File: config.mk
export PLATFORM = sky130hd
export DESIGN_NAME = adam_tag_mem_ctrl
export DESIGN_NICKNAME = d
export VERILOG_FILES = /design/src/rtl/adam_tag_mem_ctrl.sv
export SDC_FILE = /design/constraint.sdc
export NUM_CORES = 1
export LEC_CHECK = 0
export CAP_MARGIN = 20
export CORE_AREA = 4 4 151 153
export CTS_BUF_LIST = sky130_fd_sc_hd__clkbuf_8 sky130_fd_sc_hd__clkbuf_16
export CTS_CLUSTER_DIAMETER = 30
export DETAILED_ROUTE_END_ITERATION = 10
export DIE_AREA = 0 0 155 157
export HOLD_SLACK_MARGIN = 0.06
export PLACE_DENSITY = 0.6
export SYNTH_ARGS = -nofsm -noshare
export SYNTH_HDL_FRONTEND = slang
export SYNTH_SLANG_ARGS = --single-unit
File: constraint.sdc
create_clock -name clk_i -period 1.8 [get_ports clk_i]
set_input_delay 0.36 -clock clk_i [delete_from_list [all_inputs] [get_ports clk_i]]
set_output_delay 0.36 -clock clk_i [all_outputs]
set_load 0.05 [all_outputs]
File: src/rtl/adam_tag_mem_ctrl.sv
// Round-robin arbiter/sequencer in front of the single-port DIFT tag memory, with an optional
// bulk-clear engine built only when ADAM_TAG_CLR_EN is defined (otherwise the arbiter is always active).
module adam_tag_mem_ctrl #(
    parameter int ADDR_WIDTH = 32,
    parameter int DATA_WIDTH = 32,
    parameter int STRB_WIDTH = DATA_WIDTH / 8,
    parameter int SIZE       = 4096,
    parameter int CNT_WIDTH  = $clog2(SIZE / STRB_WIDTH) + 1
) (
    input  logic                  clk_i,
    input  logic                  rst_i,

    input  logic                  p0_req_i,
    input  logic [ADDR_WIDTH-1:0] p0_addr_i,
    input  logic                  p0_we_i,
    input  logic [STRB_WIDTH-1:0] p0_be_i,
    input  logic [DATA_WIDTH-1:0] p0_wdata_i,
    output logic                  p0_gnt_o,
    output logic                  p0_rvalid_o,
    output logic [DATA_WIDTH-1:0] p0_rdata_o,

    input  logic                  p1_req_i,
    input  logic [ADDR_WIDTH-1:0] p1_addr_i,
    input  logic                  p1_we_i,
    input  logic [STRB_WIDTH-1:0] p1_be_i,
    input  logic [DATA_WIDTH-1:0] p1_wdata_i,
    output logic                  p1_gnt_o,
    output logic                  p1_rvalid_o,
    output logic [DATA_WIDTH-1:0] p1_rdata_o,

    input  logic                  clr_start_i,
    input  logic [ADDR_WIDTH-1:0] clr_base_i,
    input  logic [CNT_WIDTH-1:0]  clr_len_i,
    input  logic [DATA_WIDTH-1:0] clr_value_i,
    output logic                  clr_busy_o,
    output logic                  clr_done_o,

    output logic                  mem_req_o,
    output logic                  mem_we_o,
    output logic [ADDR_WIDTH-1:0] mem_addr_o,
    output logic [STRB_WIDTH-1:0] mem_be_o,
    output logic [DATA_WIDTH-1:0] mem_wdata_o,
    input  logic [DATA_WIDTH-1:0] mem_rdata_i
);

    logic                  rr_q, rr_d;
    logic                  rsp_vld_q, rsp_vld_d;
    logic                  rsp_sel_q, rsp_sel_d;
    logic                  arb_en;
    logic                  gnt_any;
    logic                  gnt_sel;
    logic                  clr_active;
    logic [ADDR_WIDTH-1:0] clr_addr;
    logic [DATA_WIDTH-1:0] clr_wdata;

`ifdef ADAM_TAG_CLR_EN
    localparam int ALIGNED_SIZE = SIZE / STRB_WIDTH;
    localparam int OFFS         = $clog2(STRB_WIDTH);
    localparam int PTR_W        = ADDR_WIDTH - OFFS;

    localparam logic [0:0] IDLE  = 1'b0;
    localparam logic [0:0] CLEAR = 1'b1;

    logic [0:0]            state_q, state_d;
    logic [PTR_W-1:0]      ptr_q, ptr_d, ptr_inc;
    logic [CNT_WIDTH-1:0]  cnt_q, cnt_d;
    logic [DATA_WIDTH-1:0] value_q, value_d;
    logic                  done_q, done_d;
    logic                  unused_base_lsb;

    assign unused_base_lsb = ^clr_base_i[OFFS-1:0];
    assign ptr_inc         = ptr_q + 1'b1;

    // A zero-length clear only pulses done; otherwise the cnt==1 write is the last one.
    always_comb begin
        state_d = state_q;
        ptr_d   = ptr_q;
        cnt_d   = cnt_q;
        value_d = value_q;
        done_d  = 1'b0;
        if (state_q == IDLE) begin
            if (clr_start_i) begin
                if (clr_len_i == '0) begin
                    done_d = 1'b1;
                end else begin
                    state_d = CLEAR;
                    ptr_d   = clr_base_i[ADDR_WIDTH-1:OFFS];
                    cnt_d   = clr_len_i;
                    value_d = clr_value_i;
                end
            end
        end else begin
            ptr_d = (ptr_inc >= PTR_W'(ALIGNED_SIZE)) ? '0 : ptr_inc;
            cnt_d = cnt_q - 1'b1;
            if (cnt_q == CNT_WIDTH'(1)) begin
                state_d = IDLE;
                done_d  = 1'b1;
            end
        end
    end

    always_ff @(posedge clk_i) begin
        if (rst_i) begin
            state_q <= IDLE;
            ptr_q   <= '0;
            cnt_q   <= '0;
            value_q <= '0;
            done_q  <= 1'b0;
        end else begin
            state_q <= state_d;
            ptr_q   <= ptr_d;
            cnt_q   <= cnt_d;
            value_q <= value_d;
            done_q  <= done_d;
        end
    end

    assign clr_active = (state_q == CLEAR) && !rst_i;
    assign clr_addr   = {ptr_q, {OFFS{1'b0}}};
    assign clr_wdata  = value_q;
    assign arb_en     = (state_q == IDLE) && !clr_start_i && !rst_i;
    assign clr_busy_o = (state_q == CLEAR);
    assign clr_done_o = done_q;
`else
    logic unused_clr;

    assign unused_clr = ^{clr_start_i, clr_base_i, clr_len_i, clr_value_i};
    assign clr_active = 1'b0;
    assign clr_addr   = '0;
    assign clr_wdata  = '0;
    assign arb_en     = !rst_i;
    assign clr_busy_o = 1'b0;
    assign clr_done_o = 1'b0;
`endif

    // When both ports request, rr_q names the port whose turn it is.
    always_comb begin
        gnt_any   = arb_en && (p0_req_i || p1_req_i);
        gnt_sel   = (p0_req_i && p1_req_i) ? rr_q : p1_req_i;
        rr_d      = gnt_any ? ~gnt_sel : rr_q;
        rsp_vld_d = gnt_any;
        rsp_sel_d = gnt_sel;
    end

    assign p0_gnt_o = gnt_any && !gnt_sel;
    assign p1_gnt_o = gnt_any && gnt_sel;

    always_comb begin
        mem_req_o   = 1'b0;
        mem_we_o    = 1'b0;
        mem_addr_o  = '0;
        mem_be_o    = '0;
        mem_wdata_o = '0;
        if (clr_active) begin
            mem_req_o   = 1'b1;
            mem_we_o    = 1'b1;
            mem_addr_o  = clr_addr;
            mem_be_o    = '1;
            mem_wdata_o = clr_wdata;
        end else if (gnt_any) begin
            mem_req_o   = 1'b1;
            mem_we_o    = gnt_sel ? p1_we_i    : p0_we_i;
            mem_addr_o  = gnt_sel ? p1_addr_i  : p0_addr_i;
            mem_be_o    = gnt_sel ? p1_be_i    : p0_be_i;
            mem_wdata_o = gnt_sel ? p1_wdata_i : p0_wdata_i;
        end
    end

    // The response pipeline runs regardless of the clear engine so in-flight grants still answer.
    always_ff @(posedge clk_i) begin
        if (rst_i) begin
            rr_q      <= 1'b0;
            rsp_vld_q <= 1'b0;
            rsp_sel_q <= 1'b0;
        end else begin
            rr_q      <= rr_d;
            rsp_vld_q <= rsp_vld_d;
            rsp_sel_q <= rsp_sel_d;
        end
    end

    assign p0_rvalid_o = rsp_vld_q && !rsp_sel_q;
    assign p1_rvalid_o = rsp_vld_q && rsp_sel_q;
    assign p0_rdata_o  = p0_rvalid_o ? mem_rdata_i : '0;
    assign p1_rdata_o  = p1_rvalid_o ? mem_rdata_i : '0;

endmodule
==> out/metrics.yaml <==
status: "finished, violations left"
violations: "setup timing"
globalplace.congestion: 0.759
ys_seq_area_share_pct: 2.05
port_buffers: 311
finalCritPeriodShare_pct: 105
avgSynthCellArea_sq_um: 8.68
antenna_left: 0
postLayoutCellArea_sq_um: 8230
async_flop_share_pct: 0
syn2layout_area_growth_pct: 181
ys_types: 21
wl_per_cell_um: 16.9
first_global_vias: 3893
worstPathRequired_ps: 1440
die-area_sq_um: 24300
cap_violations: 0
r2r_cells: 4
grt_usage_pct: 11.4
cp.arrival_ps: 1540
synth_warnings: 0
dp_worst_setup_slack_ps: -474
startpoint: "rr_q$_SDFFE_PP0P_"
critical_path.max_fanout: 7
tritoncts: "built"
n_antenna_cell: 0
syn_area_sq_um: 2930
num_vias: 3827
drv_slew: 0
cts_buffers: 3
grt_pass1_wl_um: 22300
antenna_found_initial: 1
drc: 0
die_x_um: 155
grt_start_max_net_pins: 77
synth_edf_count: 0
endpoint: "mem_wdata_o[22]"
cts_root_buf: "clkbuf_16"
dr.first_iter.drc_count: 88
setup-violations-final: 36
numClockSinks: 3
r2r_start: "rr_q$_SDFFE_PP0P_"
die_h_um: 157
finalHoldViolCount: 0
vias_per_cell: 4.07
fin_nets: 911
ir_drop_uv: 171
power_leakage_nw: 3.08
rr_endpoint: "rr_q$_SDFFE_PP0P_"
clockBufferDepth: 2
ys_ff_latch: 3
cp-start-kind: "register"
synth_ff_type: "dfxtp_1"
skew_ps: 1.39
synth_top_area_share_pct: 38.3
drive_above_1_share_pct: 42.3
grt_remaining_overflow: 0
hold_path_class: "input port to register"
dpl.hpwl_um: 11700
rsz0062_at_grt: "true"
power_density_nw_per_um2: 359
setup_ws_ps: -98.8
placement_rows: 54
placed_cell_area_sq_um: 7090
drt-total-wl_um: 15900
ctsHoldBuffers: 0
drt-pass1-iter-count: 4
syn_inst: 338
synth_area_leaders: "o32ai_2 (38%), nand2b_1 (29%), and2_1 (7.0%)"
yosys.area.top_type: "o32ai_2"
post-route-min-period_ps: 1900
core_sq_um: 21600
start_util_pct: 13.6
io_pins: 390
h-tree-depth: 1
num-fill-cells: 2085
criticalPathCategory: "register to output port"
r2r_slack_ps: 810
clkLatencyLatePin_ps: 230
clk_pin_slew_ps: 30
worst_setup_path_end_kind: "output port"
max_freq_mhz: 527
worst min path at each step:
stage | startpoint | endpoint | slack [ps] | cells after the start
global route | p0_req_i | rsp_vld_q$_SDFF_PP0_ | 540 | 4
finish | p0_req_i | rsp_vld_q$_SDFF_PP0_ | 520 | 4
floorplan | p0_req_i | rsp_vld_q$_SDFF_PP0_ | 490 | 2
global placement | rr_q$_SDFFE_PP0P_ | rr_q$_SDFFE_PP0P_ | 680 | 2
detailed placement | rr_q$_SDFFE_PP0P_ | rr_q$_SDFFE_PP0P_ | 690 | 2
CTS | p0_req_i | rsp_vld_q$_SDFF_PP0_ | 530 | 4
synth_stat cells, types with 2 or more instances:
cell	number
nand2b_1	138
and3_1	32
dfxtp_1	3
buf_2	13
buf_6	6
buf_12	7
nor2_1	4
buf_4	6
clkbuf_2	2
and2_1	33
clkbuf_1	15
nor3_1	2
o32ai_2	69
cell usage in the layout, fill, tap and decap left out, types with 2 or more instances in the layout:
cell	Yosys	final
and3_1	32	32
buf_4	6	25
conb_1	1	2
nand2b_4	0	2
nand2b_1	138	136
nor2b_4	1	2
o32ai_4	0	46
buf_8	1	2
buf_16	0	4
nor2_1	4	3
and2_1	33	33
buf_12	7	86
buf_2	13	2
buf_6	6	73
clkdlybuf4s50_1	0	169
clkbuf_16	0	5
o32ai_2	69	23
bufbuf_16	0	2
layout make-up:
class / instances / area, sq um / share of cell area, %
multi-input combinational: 285 / 3030 / 36.7
inverter: 1 / 6.26 / 0.0760
clock buffer: 3 / 75.1 / 0.912
tap: 280 / 350 / 4.25
sequential: 3 / 65.1 / 0.790
clock inverter: 1 / 3.75 / 0.0456
timing repair buffer: 367 / 4710 / 57.2
state kept, by name, indices dropped and copies added, names as in the netlist:
register and count:
rsp_vld_q 1, rsp_sel_q 1, rr_q 1
repair_timing:
action                     CTS  global route
setup buffers                4             2
setup endpoints to repair   73            67
pin swaps                   16            13
resized for setup          107            43
gates cloned                 3             2
cells by family after synthesis:
| family | synth area share, % |
|---|---|
| simple gates | 45.1 |
| compound gates | 39.0 |
| buf+inv | 13.7 |
| flops | 2.05 |
| other cells | 0.128 |
power by group:
group	internal, mW	total, mW	leakage (nW)	switching (mW)
Sequential	0.0714	0.0775	0.0259	0.00609
Combinational	1.26	2.53	3.01	1.28
Clock	0.287	0.350	0.0423	0.0637
Total	1.61	2.96	3.08	1.35
per-stage QoR:
step | total power, mW | hold slack, ps | instances | setup TNS [ps] | utilization, %
after floorplan | 1.26 | 486 | 339 | -5110 | -
after global placement | 2.25 | 677 | 925 | -27940 | 32.9
after detailed placement | 2.25 | 688 | 925 | -27980 | 32.9
after CTS | 2.85 | 531 | 936 | -1490 | 36.4
after global routing | 3.09 | 540 | 940 | -4430 | 38.2
final | 2.96 | 519 | 940 | -1900 | 38.2
critical path, cell delays in order (launching register included):
cell     delay (ps)
dfxtp_4         360
nor2b_4          50
buf_12          140
buf_12          140
buf_16          150
o32ai_4         290
buf_12          180
routing by layer:
metal,GRT usage (%),wire [um],vias to the layer above
met1,12.9,5930,1751
met4,1.68,93,2
met5,0,13,-
met3,2.97,1400,8
met2,21.8,8430,206
li1,-,-,1860
Power figures use the tool's default switching activity.
